===== config.mk =====
export PLATFORM = sky130hd
export DESIGN_NAME = wb_stage
export DESIGN_NICKNAME = d
export VERILOG_FILES = /design/src/rtl/wb_stage.sv
export SDC_FILE = /design/constraint.sdc
export NUM_CORES = 1
export LEC_CHECK = 0
export ABC_AREA = 1
export BUFFER_PORTS_ARGS = -buffer_cell sky130_fd_sc_hd__buf_2
export CORE_AREA = 2 2 113 115
export CTS_CLUSTER_SIZE = 8
export DETAILED_ROUTE_END_ITERATION = 16
export DIE_AREA = 0 0 115 117
export PLACE_DENSITY = 0.89
export REMOVE_ABC_BUFFERS = 1
export SLEW_MARGIN = 0
export SYNTH_ARGS = -nofsm -noshare
export SYNTH_HDL_FRONTEND = slang
export SYNTH_SLANG_ARGS = --single-unit

===== constraint.sdc =====
create_clock -name clk -period 1.99 [get_ports clk]
set_input_delay 0.0995 -clock clk [delete_from_list [all_inputs] [get_ports clk]]
set_output_delay 0.0995 -clock clk [all_outputs]
set_load 0.05 [all_outputs]

===== src/rtl/wb_stage.sv =====
// wb_stage: writeback stage (MEM/WB register, load extraction, WD select).
// Optional macro WB_INSTRET_EN adds a 64-bit retired-instruction counter output.
// Revision 1.0 - initial release.
`default_nettype none

module wb_stage #(
  parameter int DW = 32,
  parameter int RW = 5
) (
  input  logic          clk,
  input  logic          rst,
  input  logic          stall_i,
  input  logic          flush_i,
  input  logic          mem_valid,
  input  logic          mem_RFWr,
  input  logic [RW-1:0] mem_rd,
  input  logic [1:0]    mem_WDSel,
  input  logic [2:0]    mem_DMType,
  input  logic [DW-1:0] mem_alu_out,
  input  logic [DW-1:0] mem_rdata,
  input  logic [DW-1:0] mem_pc,
  output logic          RFWr,
  output logic [RW-1:0] A3,
  output logic [DW-1:0] WD,
  output logic          wb_valid,
  output logic [DW-1:0] wb_pc
`ifdef WB_INSTRET_EN
  ,
  output logic [63:0]   instret
`endif
);

  localparam logic [2:0] DM_LH  = 3'b001;
  localparam logic [2:0] DM_LHU = 3'b010;
  localparam logic [2:0] DM_LB  = 3'b011;
  localparam logic [2:0] DM_LBU = 3'b100;

  localparam logic [1:0] WD_LOAD = 2'b01;
  localparam logic [1:0] WD_PC4  = 2'b10;

  logic          valid_q,   valid_d;
  logic          rfwr_q,    rfwr_d;
  logic [RW-1:0] rd_q,      rd_d;
  logic [1:0]    wdsel_q,   wdsel_d;
  logic [2:0]    dmtype_q,  dmtype_d;
  logic [DW-1:0] alu_out_q, alu_out_d;
  logic [DW-1:0] rdata_q,   rdata_d;
  logic [DW-1:0] pc_q,      pc_d;

  // Flush beats stall; both only matter when reset is released.
  always_comb begin
    valid_d   = valid_q;
    rfwr_d    = rfwr_q;
    rd_d      = rd_q;
    wdsel_d   = wdsel_q;
    dmtype_d  = dmtype_q;
    alu_out_d = alu_out_q;
    rdata_d   = rdata_q;
    pc_d      = pc_q;
    if (flush_i) begin
      valid_d   = 1'b0;
      rfwr_d    = 1'b0;
      rd_d      = '0;
      wdsel_d   = '0;
      dmtype_d  = '0;
      alu_out_d = '0;
      rdata_d   = '0;
      pc_d      = '0;
    end else if (!stall_i) begin
      valid_d   = mem_valid;
      rfwr_d    = mem_RFWr;
      rd_d      = mem_rd;
      wdsel_d   = mem_WDSel;
      dmtype_d  = mem_DMType;
      alu_out_d = mem_alu_out;
      rdata_d   = mem_rdata;
      pc_d      = mem_pc;
    end
  end

  always_ff @(posedge clk) begin
    if (!rst) begin
      valid_q   <= 1'b0;
      rfwr_q    <= 1'b0;
      rd_q      <= '0;
      wdsel_q   <= '0;
      dmtype_q  <= '0;
      alu_out_q <= '0;
      rdata_q   <= '0;
      pc_q      <= '0;
    end else begin
      valid_q   <= valid_d;
      rfwr_q    <= rfwr_d;
      rd_q      <= rd_d;
      wdsel_q   <= wdsel_d;
      dmtype_q  <= dmtype_d;
      alu_out_q <= alu_out_d;
      rdata_q   <= rdata_d;
      pc_q      <= pc_d;
    end
  end

  logic [7:0]    ld_byte;
  logic [15:0]   ld_half;
  logic [DW-1:0] ld_val;

  always_comb begin
    ld_byte = 8'h00;
    case (alu_out_q[1:0])
      2'd0:    ld_byte = rdata_q[7:0];
      2'd1:    ld_byte = rdata_q[15:8];
      2'd2:    ld_byte = rdata_q[23:16];
      default: ld_byte = rdata_q[31:24];
    endcase
    // Half-word alignment is guaranteed upstream, so only bit 1 selects.
    ld_half = alu_out_q[1] ? rdata_q[31:16] : rdata_q[15:0];
    case (dmtype_q)
      DM_LH:   ld_val = {{(DW-16){ld_half[15]}}, ld_half};
      DM_LHU:  ld_val = {{(DW-16){1'b0}}, ld_half};
      DM_LB:   ld_val = {{(DW-8){ld_byte[7]}}, ld_byte};
      DM_LBU:  ld_val = {{(DW-8){1'b0}}, ld_byte};
      default: ld_val = rdata_q;
    endcase
  end

  always_comb begin
    case (wdsel_q)
      WD_LOAD: WD = ld_val;
      WD_PC4:  WD = pc_q + DW'(4);
      default: WD = alu_out_q;
    endcase
  end

  assign RFWr     = valid_q & rfwr_q & (rd_q != '0);
  assign A3       = rd_q;
  assign wb_valid = valid_q;
  assign wb_pc    = pc_q;

`ifdef WB_INSTRET_EN
  logic [63:0] instret_q, instret_d;

  always_comb begin
    instret_d = instret_q;
    if (!flush_i && !stall_i && mem_valid)
      instret_d = instret_q + 64'd1;
  end

  always_ff @(posedge clk) begin
    if (!rst) instret_q <= '0;
    else      instret_q <= instret_d;
  end

  assign instret = instret_q;
`endif

endmodule

`default_nettype wire


* Word level (Yosys, flattened, before mapping)
Index checks and enable logic that the tools add are counted.
** Storage, ports and cells
- Flip-flop bits (word level) :: 108
- Latch bits :: 0
- RAM bits :: 0
- Memory bits (read-only) :: 0
- Bits of input ports :: 112
- Output and inout port bits :: 71
- Word-level logic and storage cells :: 27
- Memories kept :: 0
** Operators by class
- Add/subtract/negate cells :: 1
- Multipliers :: 0
- Div/mod/pow operators :: 0
- Order comparisons :: 0
- Equality and inequality tests :: 8
- Shift-type cells :: 0
- Muxes and demuxes :: 4
- Bitwise logic cells :: 3
- Reductions and logical operators :: 3
** Operator list (number)
- case mux 32 bit (4 select lines) :: 1
- case mux 32 bit (2 select lines) :: 1
- adder 32 x 3 -> 32 bit (second input constant) :: 1
- case mux 8 bit (3 select lines) :: 1
- two-way mux 16 bit :: 1
- == test 3 x 2 -> 1 bit (second input constant) :: 2
- nonzero test 5 bit :: 1
- == test 2 x 1 -> 1 bit (second input constant) :: 2
- == test 2 bit (second input constant) :: 2
- == test 3 x 1 -> 1 bit (second input constant) :: 1
- == test 3 bit (second input constant) :: 1
- AND 1 bit :: 2
- logical NOT 2 bit :: 1
- OR reduction 2 bit :: 1
- NOT 1 bit :: 1

* Logic depth before layout (Yosys ltp)
- Word-level depth :: 4
- Depth in mapped cells :: 11

* Worst setup path after synthesis
Ideal clock, no wire load.
- Path kind :: register to output
- From :: reg pc_q[2] (netlist: wb_pc[2])
- To :: out WD[10]
- Arrival :: 2.543 ns
- Required time :: 1.891 ns
- Slack :: -0.653 ns
- Cell stages (with the launch flop) :: 10
- Path buffers :: 0
- Cell sequence :: dfxtp_1 -> ha_1 -> nand2_1 -> nor2_1 -> nand2_1 -> inv_1 -> nor2_1 -> nor2_1 -> a21oi_1 -> a21oi_1
** Between the ends
- Word-level cells in the longest chain between the ends :: 2
** RTL lines
- start, declared :: line 48 : logic [DW-1:0] pc_q, pc_d;
- start signal, assigned :: line 99 : pc_q <= pc_d;
- adder 32 x 3 -> 32 bit :: line 129 : WD_PC4: WD = pc_q + DW'(4);
- case mux 32 bit (2 select lines) :: line 127 : case (wdsel_q)
- end, declared :: line 24 : output logic [DW-1:0] WD,
Every way passes these cells.

* Final worst setup path
- From :: reg alu_out_q[1]
- To :: out WD[17]
** Between the ends
- Word-level cells in the longest chain between the ends :: 4
- Elaborated cells on any way between the ends :: 7
** RTL lines
- start, declared :: line 46 : logic [DW-1:0] alu_out_q, alu_out_d;
- start signal, assigned :: line 97 : alu_out_q <= alu_out_d;
- == test 2 bit, or another cell as far along :: line 109 : case (alu_out_q[1:0])
- case mux 8 bit (3 select lines) :: line 109
- case mux 32 bit (4 select lines) (*) :: line 117 : case (dmtype_q)
- case mux 32 bit (2 select lines) (*) :: line 127
Every way passes the cells marked *; elsewhere a longest branch is shown, timed or not.

==> out/metrics.csv <==
metric,value,unit
status,finished with violations,
failing checks,negative setup slack,
crit path launch type,register,
vias in the first global route,7235,
DRT Wirelength,24700,um
placed cell count,1317,
Syn-to-layout area delta,49.8,%
routed vias/inst,5.64,
final-layout fill cell count,902,
final worst slack,-0.110,ns
sequential cell area fraction in the yosys report,35.0,%
DP HPWL,15500,um
Setup Crit Path Kind,register to output pin,
Root Buffer,clkbuf_16,
final setup fails,31,
RSZ-0062 raised after global routing,yes,
antenna violations before repair,0,
Crit Path Max Fanout,8,
DRC,0,
"CTS clk-pin slew, worst paths",0.07,ns
# Max-Cap Violations,0,
setup TNS,-1.64,ns
post-layout min period,2.10,ns
Final Hold Vio Count,0,
most frequent cells in the layout,"nand2_1, buf_2, nor2_1, a21oi_1, dfxtp_1",
chip width,115,um
ANT cells,0,
DR vias,7932,
first-pass GRT wire length,36400,um
drt wl/cell,17.5,um
hold path depth,3,
Die Area,13500,um^2
Initial Utilization,50.2,%
Post-Layout Cell Count,1407,
Fin Clk Skew,0,ns
H-tree depth,3,
final-report max-slew violation count,0,
Die Y,117,um
Leak,4.00,nW
Syn. warnings,0,
clk sinks,108,
share of cells above drive strength 1,33.9,%
peak supply drop,490,uV
Mean Syn Cell Area,6.20,um^2
worst min-delay path category,primary input to register,
Fmax,476,MHz
required time worst endpoint,1.89,ns
GRT Util Overall,34.7,%
worst skew pair latency,0.36,ns
routability cong.,1.00,
Layout Nets,1367,
max_slew headroom,76.5,%
Buffers on Ports,182,
I/O pin total,183,
Longest Clk Path Bufs,2,
endpoint class of the critical path,output pin,
CTS tree,done,
synthesized cell area,6190,um^2
placement row count,41,
global route overflow,0,
"leading cell type in the layout, fill and taps excluded",nand2_1,
Yosys reg bits,108,
Worst-Margin Slew,0.353,ns
Yosys cell types,30,
number of buffers created by CTS,9,
r2r worst-path depth,4,
final hold slack,0.000844,ns
Critical Path AT,2.00,ns
post-route ant nets,0,
DRT Pass-1 Iters,6,
fin crit share,106,%
Mapped Cells,998,
largest net degree at the start of global routing,77,
cell area power density,656,nW/um^2
core region area,12300,um^2
initial DRC count,908,
## per-stage QoR
step	setup slack [ns]	power (mW)	area, um^2	util, %
2_1_floorplan	-0.670	3.04	5930	-
3_3_place_gp	0.0877	3.50	7430	60.3
3_5_place_dp	0.0550	3.51	7430	60.3
4_1_cts	-0.0435	5.96	8940	72.6
5_1_grt	-0.212	6.25	9270	75.3
6_report	-0.110	6.07	9270	75.3
## critical path, cell delays in order (launching register included)
cell and delay (ns):
dfxtp_4 0.41, nand2_1 0.12, o21ai_2 0.11, nand4_1 0.11, buf_4 0.18, nand3_4 0.17, buf_6 0.15, nand3_2 0.06
a21oi_2 0.15, buf_6 0.18
## sequential cells by signal, summed over array words and instances (netlist names)
name and count:
alu_out_q 32, rdata_q 32, wb_pc 32, A3 5
dmtype_q 3, wdsel_q 2, rfwr_q 1, wb_valid 1
## routing by layer
layer  vias to the layer above  global-route usage [%]  wire length [um]
met2                       452                    59.7             12100
met5                         -                       0                 0
li1                       3742                       -                 -
met3                        92                    4.48              2030
met1                      3646                    43.5              9480
met4                         0                    15.9              1060
## cells by family after synthesis
logic type | after synthesis | synth area share, %
compound gates | 195 | 18.1
fa+ha+maj | 3 | 0.607
buf+inv | 124 | 8.25
flops | 108 | 35.0
simple gates | 568 | 38.1
## area by class of cell
cell class	instances	area (um^2)	area share [%]
repair inverters	1	6.26	0.0675
clock inverters	6	134	1.44
flip-flops and latches	108	2230	24.0
inverters	68	284	3.07
well taps	150	188	2.03
multi-input cells	767	3960	42.8
repair buffers	297	2220	24.0
clock buffers	10	239	2.58
## path summary, 6_finish.rpt
path                                    from                    endpoint  slack (ns)
setup / recovery   alu_out_q[1]$_SDFFE_PP0N_                      WD[17]       -0.11
hold / removal                    mem_pc[22]      wb_pc[22]$_SDFFE_PP0N_      0.0008
setup reg to reg       wb_pc[2]$_SDFFE_PP0N_       wb_pc[2]$_SDFFE_PP0N_        0.93
hold reg to reg   alu_out_q[13]$_SDFFE_PP0N_  alu_out_q[13]$_SDFFE_PP0N_        0.47
## report_power, final
group | leakage [nW] | total [mW] | internal, mW | switching [mW]
Combinational | 2.91 | 1.50 | 0.559 | 0.942
Clock | 0.183 | 2.26 | 1.40 | 0.868
Sequential | 0.898 | 2.31 | 2.23 | 0.0773
Total | 4.00 | 6.07 | 4.19 | 1.89
## Yosys cell counts, drive strengths merged
library cell  count  area, um^2
or3               1        6.26
nor2            148         579
o311ai            1        8.76
clkbuf           33         124
o21ai            30         150
o21bai            4        30.0
nand4             4        25.0
buf              23         129
nand2           342        1300
ha                3        37.5
a211oi           46         345
inv              68         258
a31oi             1        6.26
a21oi           113         577
dfxtp           108        2160
nand3            68         418
or2               5        31.3
## what timing repair did
| action | 4_1_cts | 5_1_grt |
|---|---|---|
| gates cloned | 4 | 0 |
| endpoints found under the setup margin | 32 | 32 |
| endpoints found under the hold margin | 53 | 0 |
| buffers inserted | 8 | 10 |
| pin swaps | 22 | 39 |
| hold buffers | 53 | 0 |
| resized for setup | 173 | 86 |
No activity file was read; power rests on OpenSTA's default activity.
